## config.mk

```make
export PLATFORM = sky130hd
export DESIGN_NAME = store_align_unit
export DESIGN_NICKNAME = d
export VERILOG_FILES = /design/src/rtl/store_align_unit.sv
export SDC_FILE = /design/constraint.sdc
export NUM_CORES = 1
export LEC_CHECK = 0
export BUFFER_PORTS_ARGS = -buffer_cell sky130_fd_sc_hd__clkbuf_2
export CORE_ASPECT_RATIO = 0.8
export CORE_UTILIZATION = 25
export CTS_CLUSTER_DIAMETER = 120
export DETAILED_ROUTE_END_ITERATION = 12
export GPL_TIMING_DRIVEN = 1
export PLACE_DENSITY = 0.54
export SKIP_LAST_GASP = 1
export SYNTH_ARGS = -nofsm -noshare
export SYNTH_HDL_FRONTEND = slang
export SYNTH_SLANG_ARGS = --single-unit
```

## constraint.sdc

```tcl
create_clock -name clk_i -period 6.2 [get_ports clk_i]
set_clock_uncertainty 0.2 [all_clocks]
set_input_delay 1.24 -clock clk_i [delete_from_list [all_inputs] [get_ports clk_i]]
set_output_delay 1.24 -clock clk_i [all_outputs]
set_load 0.02 [all_outputs]
```

## src/rtl/store_align_unit.sv

```systemverilog
// Store-path aligner: turns one store request into one or two byte-strobed RAM beats,
// splitting word-crossing stores and flagging illegal requests.
module store_align_unit #(
    parameter int XLEN        = 64,
    parameter int ADDR_W      = 11,
    parameter bit MISALIGN_EN = 1'b1,
    localparam int NB    = XLEN / 8,
    localparam int OFF_W = $clog2(NB),
    localparam int WI_W  = ADDR_W - OFF_W
) (
    input  logic            clk_i,
    input  logic            rst_n_i,
    input  logic            req_valid_i,
    output logic            req_ready_o,
    input  logic [2:0]      req_func3_i,
    input  logic [XLEN-1:0] req_addr_i,
    input  logic [XLEN-1:0] req_data_i,
    output logic            mem_valid_o,
    input  logic            mem_ready_i,
    output logic [WI_W-1:0] mem_addr_o,
    output logic [NB-1:0]   mem_wstrb_o,
    output logic [XLEN-1:0] mem_wdata_o,
    output logic            done_o,
    output logic            err_o
);

    typedef enum logic [1:0] {S_IDLE, S_BEAT0, S_BEAT1, S_ERR} state_t;

    state_t            state_q, state_d;
    logic [WI_W-1:0]   mem_addr_q, mem_addr_d, b1_addr_q, b1_addr_d;
    logic [NB-1:0]     mem_wstrb_q, mem_wstrb_d, b1_strb_q, b1_strb_d;
    logic [XLEN-1:0]   mem_wdata_q, mem_wdata_d, b1_data_q, b1_data_d;
    logic              done_q, done_d;

    logic [OFF_W-1:0]  off;
    logic [WI_W-1:0]   word;
    logic [2*NB-1:0]   mask2;
    logic [2*XLEN-1:0] data2;
    logic              split, illegal;

    logic unused_addr;
    assign unused_addr = ^req_addr_i[XLEN-1:ADDR_W];

    // Two-word view of the store: low half is beat0, high half is beat1.
    always_comb begin
        off   = req_addr_i[OFF_W-1:0];
        word  = req_addr_i[ADDR_W-1:OFF_W];
        mask2 = '0;
        for (int b = 0; b < 2*NB; b++)
            mask2[b] = (b >= int'(off)) && (b < int'(off) + (1 << req_func3_i[1:0]));
        data2   = {{XLEN{1'b0}}, req_data_i} << {off, 3'b000};
        split   = |mask2[2*NB-1:NB];
        illegal = req_func3_i[2]
                | ((req_func3_i[1:0] == 2'b11) && (XLEN == 32))
                | (split && !MISALIGN_EN);
    end

    always_comb begin
        state_d     = state_q;
        mem_addr_d  = mem_addr_q;
        mem_wstrb_d = mem_wstrb_q;
        mem_wdata_d = mem_wdata_q;
        b1_addr_d   = b1_addr_q;
        b1_strb_d   = b1_strb_q;
        b1_data_d   = b1_data_q;
        done_d      = 1'b0;
        case (state_q)
            S_IDLE: begin
                if (req_valid_i) begin
                    if (illegal) begin
                        state_d = S_ERR;
                    end else begin
                        state_d     = S_BEAT0;
                        mem_addr_d  = word;
                        mem_wstrb_d = mask2[NB-1:0];
                        mem_wdata_d = data2[XLEN-1:0];
                        b1_addr_d   = word + WI_W'(1);
                        b1_strb_d   = mask2[2*NB-1:NB];
                        b1_data_d   = data2[2*XLEN-1:XLEN];
                    end
                end
            end
            S_BEAT0: begin
                if (mem_ready_i) begin
                    if (b1_strb_q != '0) begin
                        state_d     = S_BEAT1;
                        mem_addr_d  = b1_addr_q;
                        mem_wstrb_d = b1_strb_q;
                        mem_wdata_d = b1_data_q;
                    end else begin
                        state_d = S_IDLE;
                        done_d  = 1'b1;
                    end
                end
            end
            S_BEAT1: begin
                if (mem_ready_i) begin
                    state_d = S_IDLE;
                    done_d  = 1'b1;
                end
            end
            default: state_d = S_IDLE;
        endcase
    end

    always_ff @(posedge clk_i) begin
        if (!rst_n_i) begin
            state_q     <= S_IDLE;
            mem_addr_q  <= '0;
            mem_wstrb_q <= '0;
            mem_wdata_q <= '0;
            b1_addr_q   <= '0;
            b1_strb_q   <= '0;
            b1_data_q   <= '0;
            done_q      <= 1'b0;
        end else begin
            state_q     <= state_d;
            mem_addr_q  <= mem_addr_d;
            mem_wstrb_q <= mem_wstrb_d;
            mem_wdata_q <= mem_wdata_d;
            b1_addr_q   <= b1_addr_d;
            b1_strb_q   <= b1_strb_d;
            b1_data_q   <= b1_data_d;
            done_q      <= done_d;
        end
    end

    assign req_ready_o = (state_q == S_IDLE);
    assign mem_valid_o = (state_q == S_BEAT0) || (state_q == S_BEAT1);
    assign err_o       = (state_q == S_ERR);
    assign done_o      = done_q;
    assign mem_addr_o  = mem_addr_q;
    assign mem_wstrb_o = mem_wstrb_q;
    assign mem_wdata_o = mem_wdata_q;

endmodule
```

* After elaboration in Yosys (flattened, before gate mapping)
Cells that the tools add are included.
W data, S select, Z words.
** Storage, ports and cells
- Flip-flop bits (word level) :: 163
- Output and inout port bits :: 84
- Bits of input ports :: 135
** Operators by class
- Reduce and logical (&&, ||, !) cells :: 14
- Shift-type cells :: 2
- Equality and inequality tests :: 8
- Bitwise gates (word level) :: 1
- Order comparisons :: 23
- Mux-type cells :: 25
- $add $sub $neg :: 2
** Operators with widths (number)
- $lt A5 B32 Y1 const A :: 8
- $mux W64 :: 4
- $lt A4 B32 Y1 const A :: 4
- $pmux W64 S2 :: 1
- $shl A64 B6 Y128 :: 1
- $lt A3 B32 Y1 const A :: 2
- $mux W8 :: 8
- $add A4 B32 Y32 :: 1
- $lt A1 B32 Y1 const A :: 1
- $lt A2 B32 Y1 const A :: 1
- $pmux W8 S2 :: 2
- $shl A1 B2 Y32 const A :: 1
- $mux W2 :: 5
- $ne A2 B2 Y1 const B :: 5
- $ge A3 B3 Y1 const A :: 3
- $add A8 B1 Y8 const B :: 1
- $reduce_bool A8 Y1 :: 1
- $logic_and A1 B1 Y1 :: 7
- $ge A1 B3 Y1 const A :: 2
- $ge A2 B3 Y1 const A :: 2
- $pmux W2 S3 :: 1
- $reduce_and A3 Y1 :: 2
- $reduce_and A5 Y1 :: 1
- $eq A2 B2 Y1 const B :: 2
- 7 further kinds :: 9

* Logic depth before layout (Yosys ltp)
Gate-level depths: netlist (run 1).
- Depth in word-level cells :: 7
- Gate-level depth with buffers :: 9
- Mapped depth without buffers :: 7

* Worst setup path before layout (run 1)
OpenSTA, ideal clock, no wires.
- Path type :: input to register
- Start :: input req_func3_i[0]
- End :: register mem_wstrb_q[2], in the netlist mem_wstrb_o[2]
- Required time :: 5.857 ns
- Arrival time :: 3.037 ns
- Path buffers :: 2
- Library setup time :: 0.143 ns
- Stages on the path :: 9
- Path slack :: 2.820 ns
- Cell sequence :: clkbuf_1 > nor2_1 > ha_1 > fa_1 > clkbuf_1 > nor2_1 > a21oi_1 > o311ai_0 > a311oi_2
** Between the ends
- Word-level cells in the longest chain between the ends :: 7
** Ends and longest elaborated chain
- from (decl) :: line 15 : input logic [2:0] req_func3_i,
- $shl A1 B2 Y32 :: line 50 : mask2[b] = (b >= int'(off)) && (b < int'(off) + (1 << req_func3_i[1:0]));
- $add A4 B32 Y32 :: line 50
- $lt A3 B32 Y1 :: line 50
- $logic_and A1 B1 Y1 :: line 50
- $mux W8 :: line 70 : if (illegal) begin
- $mux W8 :: line 69 : if (req_valid_i) begin
- $pmux W8 S2 :: line 67 : case (state_q)
- to (signal assigned) :: line 119 : mem_wstrb_q <= mem_wstrb_d;
- to (decl) :: line 31 : logic [NB-1:0] mem_wstrb_q, mem_wstrb_d, b1_strb_q, b1_strb_d;
No other way between the ends. The select of a mux whose other input is x is not followed.
A chain may end at the register's enable or synchronous reset.

* Final worst setup path (run 1)
- Start :: input req_addr_i[0]
- End :: register mem_wstrb_q[2], in the netlist mem_wstrb_o[2]
** Between the ends
- Word-level cells in the longest chain between the ends :: 6
- Elaborated cells on any way between the ends :: 7
- Classes of those cells :: 1 x add/sub; 2 x order compare; 3 x mux; 1 x reduce/logical
** Ends and longest elaborated chain
- from (decl) :: line 16 : input logic [XLEN-1:0] req_addr_i,
- $add A4 B32 Y32 :: line 50
- $lt A3 B32 Y1 :: line 50
- $logic_and A1 B1 Y1 (*) :: line 50
- $mux W8 (*) :: line 70
- $mux W8 (*) :: line 69
- $pmux W8 S2 (*) :: line 67
Every way passes the cells marked *; elsewhere a longest branch is shown, timed or not. The select of a mux whose other input is x is not followed.

==> results.txt, run 1 <==
----------------------------------------------------
[Run status]
  Outcome ... finished clean

[STA]
  Number of hold violations in the final report ... 0
  Setup repair after global routing missed its margin ... no
  Worst-case setup margin in the final layout ... 2.469 ns
  Final period util ... 60.18%
  Maximum clock rate ... 0.2680 GHz
  Worst slew slack as a fraction of its limit ... 20.65%
  Total count of max-transition violations in the final report ... 0
  Transition time at the pin with the least slew margin ... 1.181 ns
  Final total negative setup slack ... 0 ns
  Post-route minimum period ... 3.731 ns
  Final Setup Violations ... 0

[GRT]
  Pin count of the biggest net entering global routing ... 85
  Overflow after GRT ... 0
  Tot GR Track Use ... 18.62%
  Number of antenna violations at the first check in global routing ... 1
  Via count of the first global-routing pass ... 7811
  First-pass GRT wire length ... 51.58 mm

[Power and ir drop]
  Switching power summed over all nets ... 1.562 mW
  Pint ... 2.262 mW
  Logic gate share of total power ... 38.6%
  Power per cell area ... 360.6 nW/um2
  Portion of total power attributed to the clock network ... 28.0%
  Max rail drop VDD ... 205.7 uV
  Part of the total power dissipated in sequential elements ... 33.4%
  Leakage ... 3.833 nW
  Switch share ... 40.85%

[Worst setup path]
  Reg2reg path depth ... 7
  Worst R2R Start ... state_q[1]
  Register-to-register path setup slack ... 2.77 ns
  Maximum fanout along the worst path ... 43
  CP Data Required Time ... 6.25 ns
  Terminus of the critical flop-to-flop path ... mem_wdata_o[63]
  Element type at the critical path start ... input pin
  Kind of critical path ... in -> reg
  Category of the worst setup path capture point ... flip-flop
  CP endpoint ... mem_wstrb_o[2]
  Worst Path Arrival ... 3.78 ns
  Critical path launch point ... req_addr_i[0]

[Floorplanning]
  X dimension of the die ... 214.0 um
  Die Area ... 36720 um2
  # rows ... 61
  Placeable Area ... 35110 um2
  Number of top-level pins ... 219
  Initial core utilization ... 25.60%
  Height of the die ... 171.6 um

[Drt]
  Post-DR vias/cell ... 5.552
  Pre-Repair DR Iteration Count ... 5
  Drt initial violations ... 842
  Total via count in the routed design ... 8395
  Average routed wire per standard cell ... 23.33 um
  Post-route DRC violation count ... 0
  Number of nets with antenna violations after detailed routing ... 0
  Aggregate routed wire length ... 35.27 mm

[Hold path]
  Hold Path Class ... reg -> reg

[Synth]
  Post-Synthesis Cell Area ... 8989 um2
  Compound-gate portion of the synthesized area ... 30.55%
  Area share of the largest cell type after synthesis ... 34.52%
  #FFs+latches synth ... 155
  Post-synthesis cell type with the largest combined area ... dfxtp_1
  Top cells by area, synth ... dfxtp_1 35%, mux4_2 10%, a211oi_2 6.3%
  Post-Synthesis Mean Instance Area ... 9.624 um2
  Multiplexer area fraction after synthesis ... 15.94%
  Post-Synth Adder-Cell Area ... 1.336%
  Share of the yosys chip area belonging to registers ... 34.52%
  Post-synthesis simple-gate area fraction ... 11.05%
  Gate count after technology mapping ... 934
  Dominant combinational cell family by area after synthesis ... compound AO/OA/AOI/OAI gates
  Number of flops mapped to enable cells by yosys ... 0
  Yosys cell types ... 67
  Synth async-reset ratio ... 0%
  Most used flip-flop cell after synthesis ... dfxtp_1
  Syn_nets ... 1078
  Xor/xnor share of the synthesized area ... 0.5846%
  Number of synthesis warnings ... 0

[Clock network]
  Buffer type at the clock tree root ... clkbuf_16
  Buffer levels on the longest clock path ... 2
  Reg clk slew, reported paths ... 0.07 ns
  Clock tree from TritonCTS ... built
  Buffer count from post-CTS setup fixing ... 0
  Post-cts resize count ... 0
  Number of buffers created by CTS ... 17
  Hold buffer count at cts ... 0
  H-tree levels ... 4
  Clk_lat worst skew ... 0.43 ns
  Count of clock tree sinks ... 155

[Flow run]
  Max Cap Viol ... 0

[Finish]
  Most frequent standard cell in the layout excluding fill and tap cells ... clkbuf_2
  Number of filler instances in the final layout ... 3759
  Proportion of layout cells with a drive suffix above 1 ... 31.95%
  Top library cells by usage in the layout, fill and taps aside ... 162 x clkbuf_2, 155 x dfxtp_1, 82 x nand2_1
  Net count reported at finish ... 1171
  Area growth, synth to finish ... 18.00%

[Placed design]
  Final RePlAce weighted congestion ... 0.8757
  Pre-CTS WS ... 2.079 ns
  Half-perimeter wire length of the detailed placement result ... 24.05 mm
  Buffers added on ports ... 165

----------------------------------------------------
-- sequential cells by signal (all words and copies together), names as in the netlist --
register and flops:
mem_addr_o 8, mem_wdata_o 64, b1_addr_q 8, b1_data_q 56, mem_wstrb_o 8, state_q 2
done_o 1, b1_strb_q 8
-- synthesized netlist by cell type (all sizes together) (4+ instances only) --
library cell,n
nand3,29
dfxtp,155
nor2,54
inv,8
mux4,40
mux2,25
a211oi,55
ha,8
o32ai,4
a21oi,76
mux2i,25
o2bb2ai,7
a311oi,6
a221oi,24
a32o,9
buf,39
nor3,8
o21ai,25
o2111ai,25
clkbuf,66
nand2,82
nor2b,7
o22ai,24
a22oi,64
a22o,9
and2,13
-- power by group through the flow --
stage / logic [mW] / registers (mW) / clock network (mW)
after floorplan: 0.848 / 1.45 / 0
after global placement: 1.47 / 1.30 / 0
after detailed placement: 1.47 / 1.30 / 0
after CTS: 1.48 / 1.28 / 1.09
after global routing: 1.58 / 1.30 / 1.13
final: 1.47 / 1.28 / 1.07
-- cells by family (layout without fill, tap and decap cells) --
logic type / after synthesis / in the layout
xor+xnor: 6 / 6
compound gates: 351 / 351
other cells: 0 / 1
simple gates: 210 / 210
fa+ha+maj: 9 / 9
flops: 155 / 155
mux: 90 / 90
buf+inv: 113 / 218
-- critical path: stages --
cell      delay, ns
buf_4          0.50
ha_1           0.37
fa_1           0.63
and2_1         0.24
o311ai_0       0.61
a311oi_2       0.18
-- final cells by class --
type | instances | area, um2 | share of cell area (%)
Multi-Input combinational cell | 666 | 5361 | 50.55
Inverter | 8 | 32.53 | 0.3067
Sequential cell | 155 | 3103 | 29.26
Clock buffer | 19 | 442.9 | 4.176
Clock inverter | 12 | 140.1 | 1.321
Tap cell | 472 | 590.6 | 5.568
Antenna cell | 1 | 2.502 | 0.02359
Timing Repair Buffer | 179 | 933.4 | 8.800
-- metrics by stage --
step,total power [mW],hold slack [ns],cell area [um2],cells,utilization (%)
after floorplan,2.301,0.2319,8989,934,-
after global placement,2.763,0.2408,10020,1480,28.54
after detailed placement,2.771,0.2450,10020,1480,28.54
after CTS,3.844,0.2546,10600,1511,30.20
after global routing,4.010,0.2786,10600,1511,30.20
final,3.824,0.2552,10610,1512,30.21
-- routing by layer --
metal	up-vias	global-route usage (%)	wire [um]
met5	-	0	12
met4	2	5.724	693
met3	40	4.845	2953
met2	370	28.37	15710
met1	4140	25.57	15900
li1	3843	-	-
-- worst min-delay path by stage --
stage,start,end,depth (start not counted)
2_1_floorplan,b1_data_q[40],b1_data_q[40],2
6_report,b1_data_q[47],b1_data_q[47],2
3_3_place_gp,b1_data_q[44],b1_data_q[44],2
5_1_grt,b1_data_q[40],b1_data_q[40],2
3_5_place_dp,b1_data_q[47],b1_data_q[47],2
4_1_cts,b1_data_q[47],b1_data_q[47],2
(Power assumes the default switching activity.)
==> run 2: changes to the inputs <==
==> constraint.sdc (replaced) <==
create_clock -name clk_i -period 3.9 [get_ports clk_i]
set_clock_uncertainty 0.2 [all_clocks]
set_input_delay 0.78 -clock clk_i [delete_from_list [all_inputs] [get_ports clk_i]]
set_output_delay 0.78 -clock clk_i [all_outputs]
set_load 0.02 [all_outputs]
==> results.txt, run 2 (synthesized netlist as in run 1, its figures left out) <==
----------------------------------------------------
[Run status]
  Outcome ... finished clean

[Clock network]
  Hold buffer count at cts ... 0
  Buffer type at the clock tree root ... clkbuf_16
  Buffer levels on the longest clock path ... 2
  Clock tree from TritonCTS ... built
  Count of clock tree sinks ... 155
  H-tree levels ... 4
  Number of buffers created by CTS ... 17
  Post-cts resize count ... 0
  Clk_lat worst skew ... 0.43 ns
  Reg clk slew, reported paths ... 0.07 ns
  Buffer count from post-CTS setup fixing ... 0

[Placed design]
  Placed Cells incl. Taps ... 1493
  Dpl cell area ... 10180 um2
  Pre-CTS WS ... 0.6119 ns
  Final RePlAce weighted congestion ... 0.8642
  Half-perimeter wire length of the detailed placement result ... 24.47 mm
  Buffers added on ports ... 165

[Worst setup path]
  Element type at the critical path start ... input pin
  Worst Path Arrival ... 2.93 ns
  CP endpoint ... mem_wstrb_o[2]
  Critical path launch point ... req_addr_i[0]
  Reg2reg path depth ... 7
  Register-to-register path setup slack ... 1.12 ns
  Worst R2R Start ... state_q[1]
  Terminus of the critical flop-to-flop path ... mem_wdata_o[58]
  CP Data Required Time ... 3.97 ns
  Maximum fanout along the worst path ... 21
  Kind of critical path ... in -> reg
  Category of the worst setup path capture point ... flip-flop

[GRT]
  Number of antenna violations at the first check in global routing ... 2
  Via count of the first global-routing pass ... 7979
  Pin count of the biggest net entering global routing ... 84
  Tot GR Track Use ... 18.80%
  First-pass GRT wire length ... 52.27 mm
  Overflow after GRT ... 0

[Power and ir drop]
  Switching power summed over all nets ... 2.532 mW
  Pint ... 3.641 mW
  Part of the total power dissipated in sequential elements ... 32.9%
  Total power ... 6.173 mW
  Max rail drop VDD ... 341.9 uV
  Switch share ... 41.01%
  Portion of total power attributed to the clock network ... 28.2%
  Power per cell area ... 572.4 nW/um2
  Leakage ... 3.930 nW
  Logic gate share of total power ... 38.8%

[Drt]
  Number of nets with antenna violations after detailed routing ... 0
  Pre-Repair DR Iteration Count ... 5
  Total via count in the routed design ... 8506
  Post-route DRC violation count ... 0
  Aggregate routed wire length ... 35.25 mm
  Average routed wire per standard cell ... 23.11 um
  Post-DR vias/cell ... 5.578
  Drt initial violations ... 817

[STA]
  Maximum clock rate ... 0.3497 GHz
  Worst slew slack as a fraction of its limit ... 19.70%
  Final total negative setup slack ... 0 ns
  Setup repair after global routing missed its margin ... no
  Final-layout worst hold slack ... 0.2549 ns
  Number of hold violations in the final report ... 0
  Post-route minimum period ... 2.860 ns
  Transition time at the pin with the least slew margin ... 1.195 ns
  Final Setup Violations ... 0
  Final period util ... 73.33%
  Total count of max-transition violations in the final report ... 0
  Worst-case setup margin in the final layout ... 1.040 ns

[Finish]
  Most frequent standard cell in the layout excluding fill and tap cells ... clkbuf_2
  Proportion of layout cells with a drive suffix above 1 ... 32.95%
  Largest register FFs ... 64
  Number of filler instances in the final layout ... 3749
  Net count reported at finish ... 1184
  Fin cells ... 1525
  Top library cells by usage in the layout, fill and taps aside ... 162 x clkbuf_2, 155 x dfxtp_1, 82 x nand2_1
  Area growth, synth to finish ... 19.98%
  Utilization after layout ... 30.72%
  Number of antenna diodes ... 0
  Area of all placed cells without fillers ... 10780 um2

[Floorplanning]
  Height of the die ... 171.6 um
  Placeable Area ... 35110 um2
  Initial core utilization ... 25.60%
  X dimension of the die ... 214.0 um
  # rows ... 61
  Die Area ... 36720 um2
  Number of top-level pins ... 219

[Hold path]
  Hold Path Class ... reg -> reg
  Worst Hold Launch ... b1_data_q[45]

[Flow run]
  Max Cap Viol ... 0

----------------------------------------------------
run 2: changes by cell type in the layout (fill, tap and decap cells not counted):
| cell | previous run | this run |
|---|---|---|
| buf_4 | 15 | 23 |
| clkinv_4 | 3 | 2 |
| inv_8 | 1 | 4 |
| diode_2 | 1 | 0 |
| clkinv_2 | 2 | 1 |
| buf_12 | 0 | 5 |
| clkbuf_8 | 1 | 0 |
| inv_6 | 2 | 4 |
| clkbuf_1 | 1 | 0 |
run 2: worst min-delay path by stage:
stage          cells past startpoint  slack, ns             to
6_report                           2       0.25  b1_data_q[45]
5_1_grt                            2       0.26  b1_data_q[47]
4_1_cts                            2       0.25  b1_data_q[47]
3_5_place_dp                       2       0.24  b1_data_q[47]
3_3_place_gp                       2       0.24  b1_data_q[45]
2_1_floorplan                      2       0.23  b1_data_q[40]
run 2: area by class of cell:
cell class | instances | area, um2 | share of cell area, %
Inverter | 8 | 32.53 | 0.3017
Sequential cell | 155 | 3103 | 28.77
Multi-Input combinational cell | 666 | 5361 | 49.72
Tap cell | 472 | 590.6 | 5.476
Timing Repair Buffer | 192 | 1094 | 10.14
Clock inverter | 15 | 177.7 | 1.648
Clock buffer | 17 | 425.4 | 3.945
run 2: metal layers:
layer / global-route usage, % / wire (um) / vias up
met5: 0 / 24 / -
met4: 4.661 / 445 / 4
met3: 3.165 / 2513 / 30
met2: 29.31 / 16020 / 370
met1: 26.76 / 16250 / 4242
li1: - / - / 3860
run 2: worst max-delay path, cell delays in order:
cell and delay [ns]:
buf_4 0.28, ha_1 0.31, fa_1 0.61, and2_1 0.23, o311ai_0 0.54, a311oi_2 0.17
run 2: power by group through the flow:
stage          clock, mW  sequential (mW)  combinational (mW)
6_report            1.74             2.03                2.40
5_1_grt             1.86             2.07                2.57
4_1_cts             1.78             2.03                2.40
3_5_place_dp           0             2.06                2.40
3_3_place_gp           0             2.06                2.38
2_1_floorplan          0             2.31                1.35
==> run 3: changes to the inputs <==
--- a/config.mk
+++ b/config.mk
@@ -11,7 +11,7 @@
 export CTS_CLUSTER_DIAMETER = 120
 export DETAILED_ROUTE_END_ITERATION = 12
 export GPL_TIMING_DRIVEN = 1
-export PLACE_DENSITY = 0.54
+export PLACE_DENSITY = 0.56
 export SKIP_LAST_GASP = 1
 export SYNTH_ARGS = -nofsm -noshare
 export SYNTH_HDL_FRONTEND = slang
==> constraint.sdc (replaced) <==
create_clock -name clk_i -period 2.3 [get_ports clk_i]
set_clock_uncertainty 0.2 [all_clocks]
set_input_delay 0.46 -clock clk_i [delete_from_list [all_inputs] [get_ports clk_i]]
set_output_delay 0.46 -clock clk_i [all_outputs]
set_load 0.02 [all_outputs]
==> results.txt, run 3 (synthesized netlist as in run 1, its figures left out) <==
----------------------------------------------------
[Floorplanning]
  X dimension of the die ... 214.0 um
  Height of the die ... 171.6 um
  Die Area ... 36720 um2
  # rows ... 61
  Number of top-level pins ... 219
  Initial core utilization ... 25.60%
  Placeable Area ... 35110 um2

[STA]
  Maximum clock rate ... 0.4560 GHz
  Transition time at the pin with the least slew margin ... 0.8069 ns
  Final total negative setup slack ... 0 ns
  Total count of max-transition violations in the final report ... 0
  Post-route minimum period ... 2.193 ns
  Number of hold violations in the final report ... 0
  Final period util ... 95.34%
  Final Setup Violations ... 0
  Worst slew slack as a fraction of its limit ... 46.09%
  Worst-case setup margin in the final layout ... 0.1072 ns

[Clock network]
  Count of clock tree sinks ... 155
  Buffer type at the clock tree root ... clkbuf_16
  Clock tree from TritonCTS ... built
  Number of buffers created by CTS ... 17
  H-tree levels ... 4
  Buffer levels on the longest clock path ... 2
  Clk_lat worst skew ... 0.45 ns
  Buffer count from post-CTS setup fixing ... 0
  Hold buffer count at cts ... 0
  Reg clk slew, reported paths ... 0.08 ns
  Post-cts resize count ... 0

[Placed design]
  Placed Cells incl. Taps ... 1591
  Half-perimeter wire length of the detailed placement result ... 26.78 mm
  Buffers added on ports ... 165
  Pre-CTS WS ... -0.2641 ns
  Final RePlAce weighted congestion ... 0.9223

[Drt]
  Pre-Repair DR Iteration Count ... 5
  Post-DR vias/cell ... 5.489
  Aggregate routed wire length ... 36.39 mm
  Number of nets with antenna violations after detailed routing ... 0
  Post-route DRC violation count ... 0
  Drt initial violations ... 1000
  Total via count in the routed design ... 8908
  Average routed wire per standard cell ... 22.42 um

[Finish]
  Area growth, synth to finish ... 29.33%
  Most frequent standard cell in the layout excluding fill and tap cells ... clkbuf_2
  Proportion of layout cells with a drive suffix above 1 ... 39.10%
  Number of antenna diodes ... 0
  Total area of sequential cells ... 3103 um2
  Top library cells by usage in the layout, fill and taps aside ... 162 x clkbuf_2, 155 x dfxtp_1, 112 x buf_4
  Largest register FFs ... 64
  Number of filler instances in the final layout ... 3679
  Area of combinational cells with multiple inputs ... 5393 um2
  Net count reported at finish ... 1282
  Fin cells ... 1623

[Power and ir drop]
  Leakage ... 4.430 nW
  Logic gate share of total power ... 41.4%
  Max rail drop VDD ... 714.3 uV
  Pint ... 6.307 mW
  Total power ... 10.71 mW
  Switching power summed over all nets ... 4.407 mW
  Portion of total power attributed to the clock network ... 26.3%
  Power per cell area ... 921.6 nW/um2
  Switch share ... 41.14%
  Part of the total power dissipated in sequential elements ... 32.3%

[Worst setup path]
  CP endpoint ... b1_strb_q[1]
  Element type at the critical path start ... input pin
  Kind of critical path ... in -> reg
  Terminus of the critical flop-to-flop path ... mem_wstrb_o[7]
  Register-to-register path setup slack ... 0.14 ns
  Maximum fanout along the worst path ... 8
  CP Data Required Time ... 2.44 ns
  Critical path launch point ... req_func3_i[1]
  Worst R2R Start ... state_q[0]
  Reg2reg path depth ... 7
  Worst Path Arrival ... 2.33 ns
  Category of the worst setup path capture point ... flip-flop

[GRT]
  Pin count of the biggest net entering global routing ... 57
  Overflow after GRT ... 0
  Tot GR Track Use ... 19.67%
  First-pass GRT wire length ... 54.72 mm
  Via count of the first global-routing pass ... 8577
  Number of antenna violations at the first check in global routing ... 2

[Run status]
  Outcome ... finished clean

[Hold path]
  Hold Path Class ... in -> reg

[Flow run]
  Max Cap Viol ... 0

----------------------------------------------------
-- run 3: worst min path at each step --
stage                  startpoint       endpoint  cells past startpoint
floorplan           b1_data_q[40]  b1_data_q[40]                      2
global placement    b1_data_q[47]  b1_data_q[47]                      2
detailed placement  b1_data_q[46]  b1_data_q[46]                      2
CTS                 req_addr_i[3]   b1_addr_q[0]                      2
global route        req_addr_i[3]   b1_addr_q[0]                      2
finish              req_addr_i[3]   b1_addr_q[0]                      2
-- run 3: final cells by class --
type,instances,share of cell area [%]
inverters,8,0.2798
well taps,472,5.080
clock inverters,14,1.076
multi-input cells,666,46.39
clock buffers,18,3.778
flip-flops and latches,155,26.69
repair buffers,290,16.70
-- run 3: through the flow --
stage | hold slack, ns | cell area, um2 | util (%)
after floorplan | 0.2319 | 9039 | -
after global placement | 0.2405 | 11050 | 31.47
after detailed placement | 0.2501 | 11050 | 31.47
after CTS | 0.04924 | 11610 | 33.08
after global routing | 0.06765 | 11620 | 33.11
final | 0.06394 | 11620 | 33.11
-- run 3: power groups by stage --
stage	Clock [mW]	Sequential (mW)	Combinational, mW
after CTS	2.87	3.46	4.41
after detailed placement	0	3.52	4.38
final	2.82	3.46	4.43
after global routing	3.00	3.52	4.72
after global placement	0	3.51	4.36
after floorplan	0	3.92	2.30
-- run 3: metal layers --
| metal | share of wire, % | GRT usage [%] |
|---|---|---|
| met1 | 45 | 27.15 |
| met4 | 2.1 | 5.974 |
| met3 | 9.2 | 6.384 |
| met2 | 44 | 28.74 |
| met5 | 0.063 | 0.6667 |
-- run 3: worst max-delay path, cell delays in order --
cell and delay [ns]:
clkbuf_2 0.12, nor2_1 0.05, ha_2 0.19, fa_2 0.42, buf_4 0.17, a2111oi_0 0.64
buf_4 0.22, o41ai_1 0.06
